===== config.mk =====
export PLATFORM = sky130hd
export DESIGN_NAME = fetch_stage
export DESIGN_NICKNAME = d
export VERILOG_FILES = /design/src/rtl/fetch_stage.sv
export SDC_FILE = /design/constraint.sdc
export NUM_CORES = 1
export LEC_CHECK = 0
export BUFFER_PORTS_ARGS = -buffer_cell sky130_fd_sc_hd__buf_2
export CORE_AREA = 3 3 119 121
export CTS_CLUSTER_DIAMETER = 120
export DETAILED_ROUTE_END_ITERATION = 16
export DIE_AREA = 0 0 122 124
export GPL_ROUTABILITY_DRIVEN = 0
export PLACE_DENSITY = 0.79
export SYNTH_ARGS = -nofsm -noshare
export SYNTH_HDL_FRONTEND = slang
export SYNTH_SLANG_ARGS = --single-unit

===== constraint.sdc =====
create_clock -name clk -period 2.85 [get_ports clk]
set_clock_uncertainty 0.2 [all_clocks]
set_input_delay 0.1425 -clock clk [delete_from_list [all_inputs] [get_ports clk]]
set_output_delay 0.1425 -clock clk [all_outputs]
set_load 0.02 [all_outputs]

===== src/rtl/fetch_stage.sv =====
// Instruction fetch stage with IF/ID pipeline register.
// Holds the PC, fetches from a combinational instruction memory and
// selects the next PC: taken branch (EX), jump (ID) or sequential.
// Counts flush events in a saturating counter.
module fetch_stage #(
  parameter logic [31:0] RESET_PC  = 32'h0000_0000,
  parameter logic [31:0] NOP_INSTR = 32'h0000_0000,
  parameter int          CNT_W     = 16
) (
  input  logic             clk,
  input  logic             rst,
  input  logic             enable,
  input  logic             branch_taken,
  input  logic [31:0]      branch_target,
  input  logic             jump,
  output logic [31:0]      imem_addr,
  input  logic [31:0]      imem_data,
  output logic [31:0]      if_id_instr,
  output logic [31:0]      if_id_pc_plus4,
  output logic             if_id_valid,
  output logic [5:0]       opcode,
  output logic             flush_id,
  output logic [CNT_W-1:0] flush_count
);

  logic [31:0] pc;
  logic [31:0] pc_plus4;
  logic [31:0] jump_target;
  logic        jump_eff;
  logic        flush_evt;

  assign pc_plus4    = pc + 32'd4;
  assign jump_target = {if_id_pc_plus4[31:28], if_id_instr[25:0], 2'b00};
  // Control may drive garbage on bubbles, so only a real instruction can jump.
  assign jump_eff    = jump & if_id_valid;
  // A stalled jump is not a flush yet; it fires when the stall releases.
  assign flush_evt   = branch_taken | (enable & jump_eff);

  assign imem_addr = pc;
  assign opcode    = if_id_instr[31:26];
  assign flush_id  = branch_taken;

  // PC and IF/ID update: branch beats stall beats jump beats sequential.
  always_ff @(posedge clk) begin
    if (rst) begin
      pc             <= RESET_PC;
      if_id_instr    <= NOP_INSTR;
      if_id_pc_plus4 <= RESET_PC + 32'd4;
      if_id_valid    <= 1'b0;
    end else if (branch_taken) begin
      // if_id_pc_plus4 intentionally holds; the bubble carries no PC.
      pc          <= branch_target;
      if_id_instr <= NOP_INSTR;
      if_id_valid <= 1'b0;
    end else if (enable) begin
      if (jump_eff) begin
        pc          <= jump_target;
        if_id_instr <= NOP_INSTR;
        if_id_valid <= 1'b0;
      end else begin
        pc             <= pc_plus4;
        if_id_instr    <= imem_data;
        if_id_pc_plus4 <= pc_plus4;
        if_id_valid    <= 1'b1;
      end
    end
  end

  // Saturating flush counter; sticks at all-ones.
  always_ff @(posedge clk) begin
    if (rst)
      flush_count <= '0;
    else if (flush_evt && !(&flush_count))
      flush_count <= flush_count + 1'b1;
  end

endmodule


==> metrics, run 1 <==
status=completed; RSZ-0062 raised after global routing=no; Rows=42; Avg Synthesized Cell Area=7.95 µm²; P_int=3590 µW; Logic pwr share=13.5%; Critical Path AT=2.82 ns; initial core utilization=44.5%; Sw Ratio=25.5%; Synth Area in Compound Gates=23.5%; synth warn=0; largest family of logic cells by synthesized area=simple AND/OR/NAND/NOR gates; HP Class=in -> reg; Clock Latency Late Sink=0.42 ns; Syn Inst Count=738; sequential share of power=36.4%; Worst-Margin Slew=0.743 ns; Yosys top cell area share=38.6%; Layout Nets=1029; Die Y-Extent=124 µm; fin. max-slew vios=0; Sw Pwr=1230 µW; end point of the critical path=imem_addr[15]; CTS tree=yes; Core Area=13200 µm²; top post-synthesis cells by area=dfxtp_1 (39%), nand3_1 (6.1%), nand2_1 (4.9%); largest net degree at the start of global routing=45; fin cells=1147; GRT Overall Usage=27.7%; Post-Syn Area=5870 µm²; setup slack, reg-to-reg=0.13 ns; VDD IR max=0.386 mV; Area Growth Syn to Fin=40.3%; Final Hold Fails=0; number of global-route vias before repair=6233; startpoint types=flip-flop; I/O pins=189; post-CTS sizing=0; # DRC=0; Async SR Flop Fraction=0%; Inserted Clock Buffers=17; placed insts=1047; pwr dens=586 nW/µm²; area leader, netlist=dfxtp_1; hold_buf cts=68; Synth Area in Adders=0.427%; Die X=122 µm; leading post-synthesis cells by instance count=dfxtp_1 (113), nand2_1 (76), nand3_1 (71), clkbuf_1 (61), a21oi_1 (55); Reg clk slew, reported paths=0.05 ns; register area share after synthesis=38.6%; antenna-violating nets left=0; mux contribution to synthesized area=1.51%; Util after Layout=62.4%; DRT Pass-1 Iters=5; Yosys cell types=58; Setup crit end kind=flip-flop; highest clock rate=368 MHz; Max clock buf depth=2; Rel. slew slack=50.0%; WP data required=2.95 ns; post-synthesis xor/xnor area fraction=1.34%; Max Fanout on Critical Path=10; global-route wire length before repair=33200 µm; initial drt markers=702; routed len/inst=18.4 µm; Crit Path Class=reg -> reg; routed vias=6797; r2r endpoint=imem_addr[15]; Root Buffer=clkbuf_16; Sink Count=113; Max-cap violations=0; H-tree Lvls=4; DRT Wirelength=21200 µm; # setup viols final=0; Remaining Overflow, GRT=0; fin crit period=2.72 ns; PortBufs=188; reg2reg start=imem_addr[4]; Final period util=95.4%; diode count=0; simple-gate share of the synthesized area=27.6%; Top FF cell, synth=dfxtp_1; number of antenna violations at the first check in global routing=0; setup_tns=0 ns; Post-Syn Nets=809; Clock power frac=50.1%; # Post-CTS Setup Buffers=0; share of cells above drive strength 1=27.0%; vias per inst=5.93; EDFF count, synth=0; dpl hpwl=14300 µm; full die area=15100 µm²; count leader, synth=dfxtp_1; Worst setup startpoint=imem_addr[4]; Lkg Pwr=0.00338 µW; R2R depth=6; synthesis-stage register bit count=113
[worst max-delay path: stages (launching register included)]
cell and delay, ns:
dfxtp_1 0.53, nand4_1 0.42, nor4_1 0.32, buf_4 0.20, xnor2_1 0.23, o22ai_1 0.13
dlygate4sd3_1 0.58
[final cells by class]
cell class              count  area (µm²)
clock buffers              23         498
clock inverters             9         175
fillers                  1157        4960
inverters                  16        60.1
multi-input cells         529        3200
flip-flops and latches    113        2260
well taps                 176         220
repair buffers            281        1810
[cell usage in the layout, fill, tap and decap left out, types with 12 or more instances in the layout]
cell and n:
a211oi_1 12, a21oi_1 55, a221o_1 15, buf_2 188, buf_4 25, clkbuf_16 17
dfxtp_1 113, dlygate4sd3_1 68, inv_1 14, nand2_1 76, nand3_1 71, nand4_1 26
nor2_1 44, nor4_1 15, o211ai_1 16, o21ai_0 25, o31ai_1 12
[per-layer routing]
layer  track usage (%)  share of wire, %  vias up  routed length [µm]
li1                  -                 -     3226                   -
met1              38.1                43     3134                9000
met2              40.8                44      376                9410
met3              6.31               9.2       61                1950
met4              14.2               3.8        0                 803
met5                 0                 0        -                   0
[per-stage QoR]
stage          hold WS (ns)  area [µm²]  setup WS, ns  total power [µW]
4_1_cts              0.0206        8230         0.190              4830
5_1_grt              0.0694        8230        0.0281              4990
3_5_place_dp          0.186        6870         0.367              2350
2_1_floorplan        0.0832        5870         0.460              2130
3_3_place_gp          0.176        6870         0.443              2340
6_report             0.0293        8230         0.131              4820
[sequential cells by signal, summed over array words and instances, names as in the netlist]
name,count
if_id_pc_plus4,32
if_id_valid,1
if_id_instr,32
imem_addr,32
flush_count,16
[worst min-delay path by stage]
stage / from / endpoint / slack (ns) / cells past startpoint
floorplan: branch_target[29] / imem_addr[29] / 0.08 / 2
global placement: branch_target[0] / imem_addr[0] / 0.18 / 3
detailed placement: branch_target[27] / imem_addr[27] / 0.19 / 3
CTS: enable / if_id_valid / 0.02 / 3
global route: branch_taken / imem_addr[18] / 0.07 / 3
finish: enable / if_id_valid / 0.03 / 3
[power by group through the flow]
| stage | registers, µW | logic (µW) | clock network (µW) |
|---|---|---|---|
| global route | 1770 | 701 | 2510 |
| CTS | 1750 | 642 | 2430 |
| detailed placement | 1790 | 565 | 0 |
| finish | 1760 | 651 | 2420 |
| floorplan | 1840 | 280 | 0 |
| global placement | 1780 | 560 | 0 |
[cells by family after synthesis]
group	after synthesis
AND/OR/NAND/NOR	310
XOR/XNOR	9
multiplexers	8
AO/OA/AOI/OAI	200
flip-flops	113
adder cells (fa/ha/maj)	2
buffers and inverters	96
(Power assumes the default switching activity.)
==> run 2: changes to the inputs <==
- PLACE_DENSITY: 0.79 -> unset
- PLACE_DENSITY_LB_ADDON: unset -> 0.2
==> run 2 against run 1 <==
Final cell count is the same. Critical path depth is the same. Core utilization shrank 0.46 points. Largest cell class unchanged.
==> metrics, run 2 (synthesis gave the netlist of run 1 again) <==
status=completed (unchanged); # Post-CTS Setup Buffers=0 (unchanged); Sink Count=113 (unchanged); Remaining Overflow, GRT=0 (unchanged); Rel. slew slack=56.2% (was 50.0%); Crit Path Class=reg -> reg (unchanged); share of cells above drive strength 1=27.3% (was 27.0%); Metal-1 WL=9010 µm (was 9000 µm); Area Growth Syn to Fin=39.2% (was 40.3%); CTS tree=yes (unchanged); Max clock buf depth=2 (unchanged); DRT Pass-1 Iters=5 (unchanged); initial core utilization=44.5% (unchanged); highest clock rate=387 MHz (was 368 MHz); DRT Wirelength=21500 µm (was 21200 µm); Lkg Pwr=0.00337 µW (was 0.00338 µW); Die X=122 µm (unchanged); number of global-route vias before repair=6525 (was 6233); # setup viols final=0 (unchanged); Min Hold Slack=0.0742 ns (was 0.0293 ns); VDD IR max=0.317 mV (was 0.386 mV); Final Hold Fails=0 (unchanged); routed vias=6880 (was 6797); Met3 Wirelength=2160 µm (was 1950 µm); Setup crit end kind=flip-flop (unchanged); Worst-Margin Slew=0.652 ns (was 0.743 ns); WP data required=2.95 ns (about the same); fin. max-slew vios=0 (unchanged); most frequent cells in the layout=buf_2 (188), dfxtp_1 (113), nand2_1 (76), nand3_1 (71), dlygate4sd3_1 (66) (was buf_2 (188), dfxtp_1 (113), nand2_1 (76), nand3_1 (71), dlygate4sd3_1 (68)); Layout Nets=1029 (unchanged); routed len/inst=18.8 µm (was 18.4 µm); Clock Latency Late Sink=0.42 ns (about the same); Reg clk slew, reported paths=0.05 ns (about the same); uppermost layer routed=met4 (unchanged); Final period util=90.6% (was 95.4%); HP Class=in -> reg (unchanged); Die Y-Extent=124 µm (unchanged); H-tree Lvls=4 (unchanged); RSZ-0062 raised after global routing=no (unchanged); PortBufs=188 (unchanged); wire length on met2=9750 µm (was 9410 µm); largest net degree at the start of global routing=49 (was 45); Inserted Clock Buffers=17 (unchanged); dpl hpwl=14900 µm (was 14300 µm); # DRC=0 (unchanged); setup_tns=0 ns (unchanged); diode count=0 (unchanged); Core Area=13200 µm² (unchanged); GRT Overall Usage=28.3% (was 27.7%); Max-cap violations=0 (unchanged); vias per inst=6.00 (was 5.93); I/O pins=189 (unchanged); startpoint types=flip-flop (unchanged); Max Fanout on Critical Path=10 (unchanged); initial drt markers=539 (was 702); Critical Path AT=2.68 ns (was 2.82 ns); Root Buffer=clkbuf_16 (unchanged); full die area=15100 µm² (unchanged); number of antenna violations at the first check in global routing=0 (unchanged); antenna-violating nets left=0 (unchanged); commonest non-fill, non-tap cell in the layout=buf_2 (unchanged); pwr dens=561 nW/µm² (was 586 nW/µm²); Rows=42 (unchanged); global-route wire length before repair=33800 µm (was 33200 µm); fin crit period=2.58 ns (was 2.72 ns)
## run 2: cell types whose count changed in the layout (fill, tap and decap cells not counted), sizes merged
cell / change
bufinv: -2
dlygate4sd3: -2
buf: +2
clkinvlp: -1
clkinv: +6
clkbuf: -3
## run 2: worst max-delay path, cell delays in order, from the launching register on
cell and delay, ns:
dfxtp_1 0.50, nand4_1 0.40, nor4_1 0.39, buf_4 0.21
a2111o_1 0.14, nand3_1 0.07, dlygate4sd3_1 0.56
## run 2: layout make-up
| class | count | area [µm²] |
|---|---|---|
| clock buffers | 20 | 467 |
| clock inverters | 12 | 138 |
| fillers | 1151 | 5020 |
| inverters | 16 | 60.1 |
| multi-input cells | 529 | 3200 |
| flip-flops and latches | 113 | 2260 |
| well taps | 176 | 220 |
| repair buffers | 281 | 1820 |
## run 2: what timing repair did
item / in CTS / in global routing
hold buffers: 66 / 0
resized for setup: 0 / 0
endpoints found under the hold margin: 65 / 0
## run 2: layer usage
layer / track usage (%) / vias up
li1: - / 3222
met4: 12.1 / 0
met5: 0 / -
met1: 36.5 / 3227
met3: 7.45 / 56
met2: 45.0 / 375
## run 2: power by group
group / switching [µW] / internal [µW]
sequential: 99.2 / 1660
combinational: 384 / 269
clock: 745 / 1430
## run 2: per-stage QoR
| stage | setup slack, ns | instances | instance area, µm² | util [%] | power (µW) |
|---|---|---|---|---|---|
| 4_1_cts | 0.296 | 1147 | 8170 | 61.9 | 4580 |
| 2_1_floorplan | 0.460 | 738 | 5870 | - | 2130 |
| 6_report | 0.269 | 1147 | 8170 | 61.9 | 4580 |
| 3_5_place_dp | 0.350 | 1049 | 6900 | 52.3 | 2360 |
| 5_1_grt | 0.149 | 1147 | 8170 | 61.9 | 4730 |
| 3_3_place_gp | 0.443 | 1049 | 6900 | 52.3 | 2350 |
## run 2: final timing paths
check / start / to / slack (ns) / depth (start not counted)
worst min register to register: if_id_pc_plus4[1] / if_id_pc_plus4[1] / 0.25 / 2
worst min-delay path: enable / imem_addr[29] / 0.07 / 5
worst max-delay path: imem_addr[4] / imem_addr[17] / 0.27 / 6
worst max register to register: imem_addr[4] / imem_addr[17] / 0.27 / 6
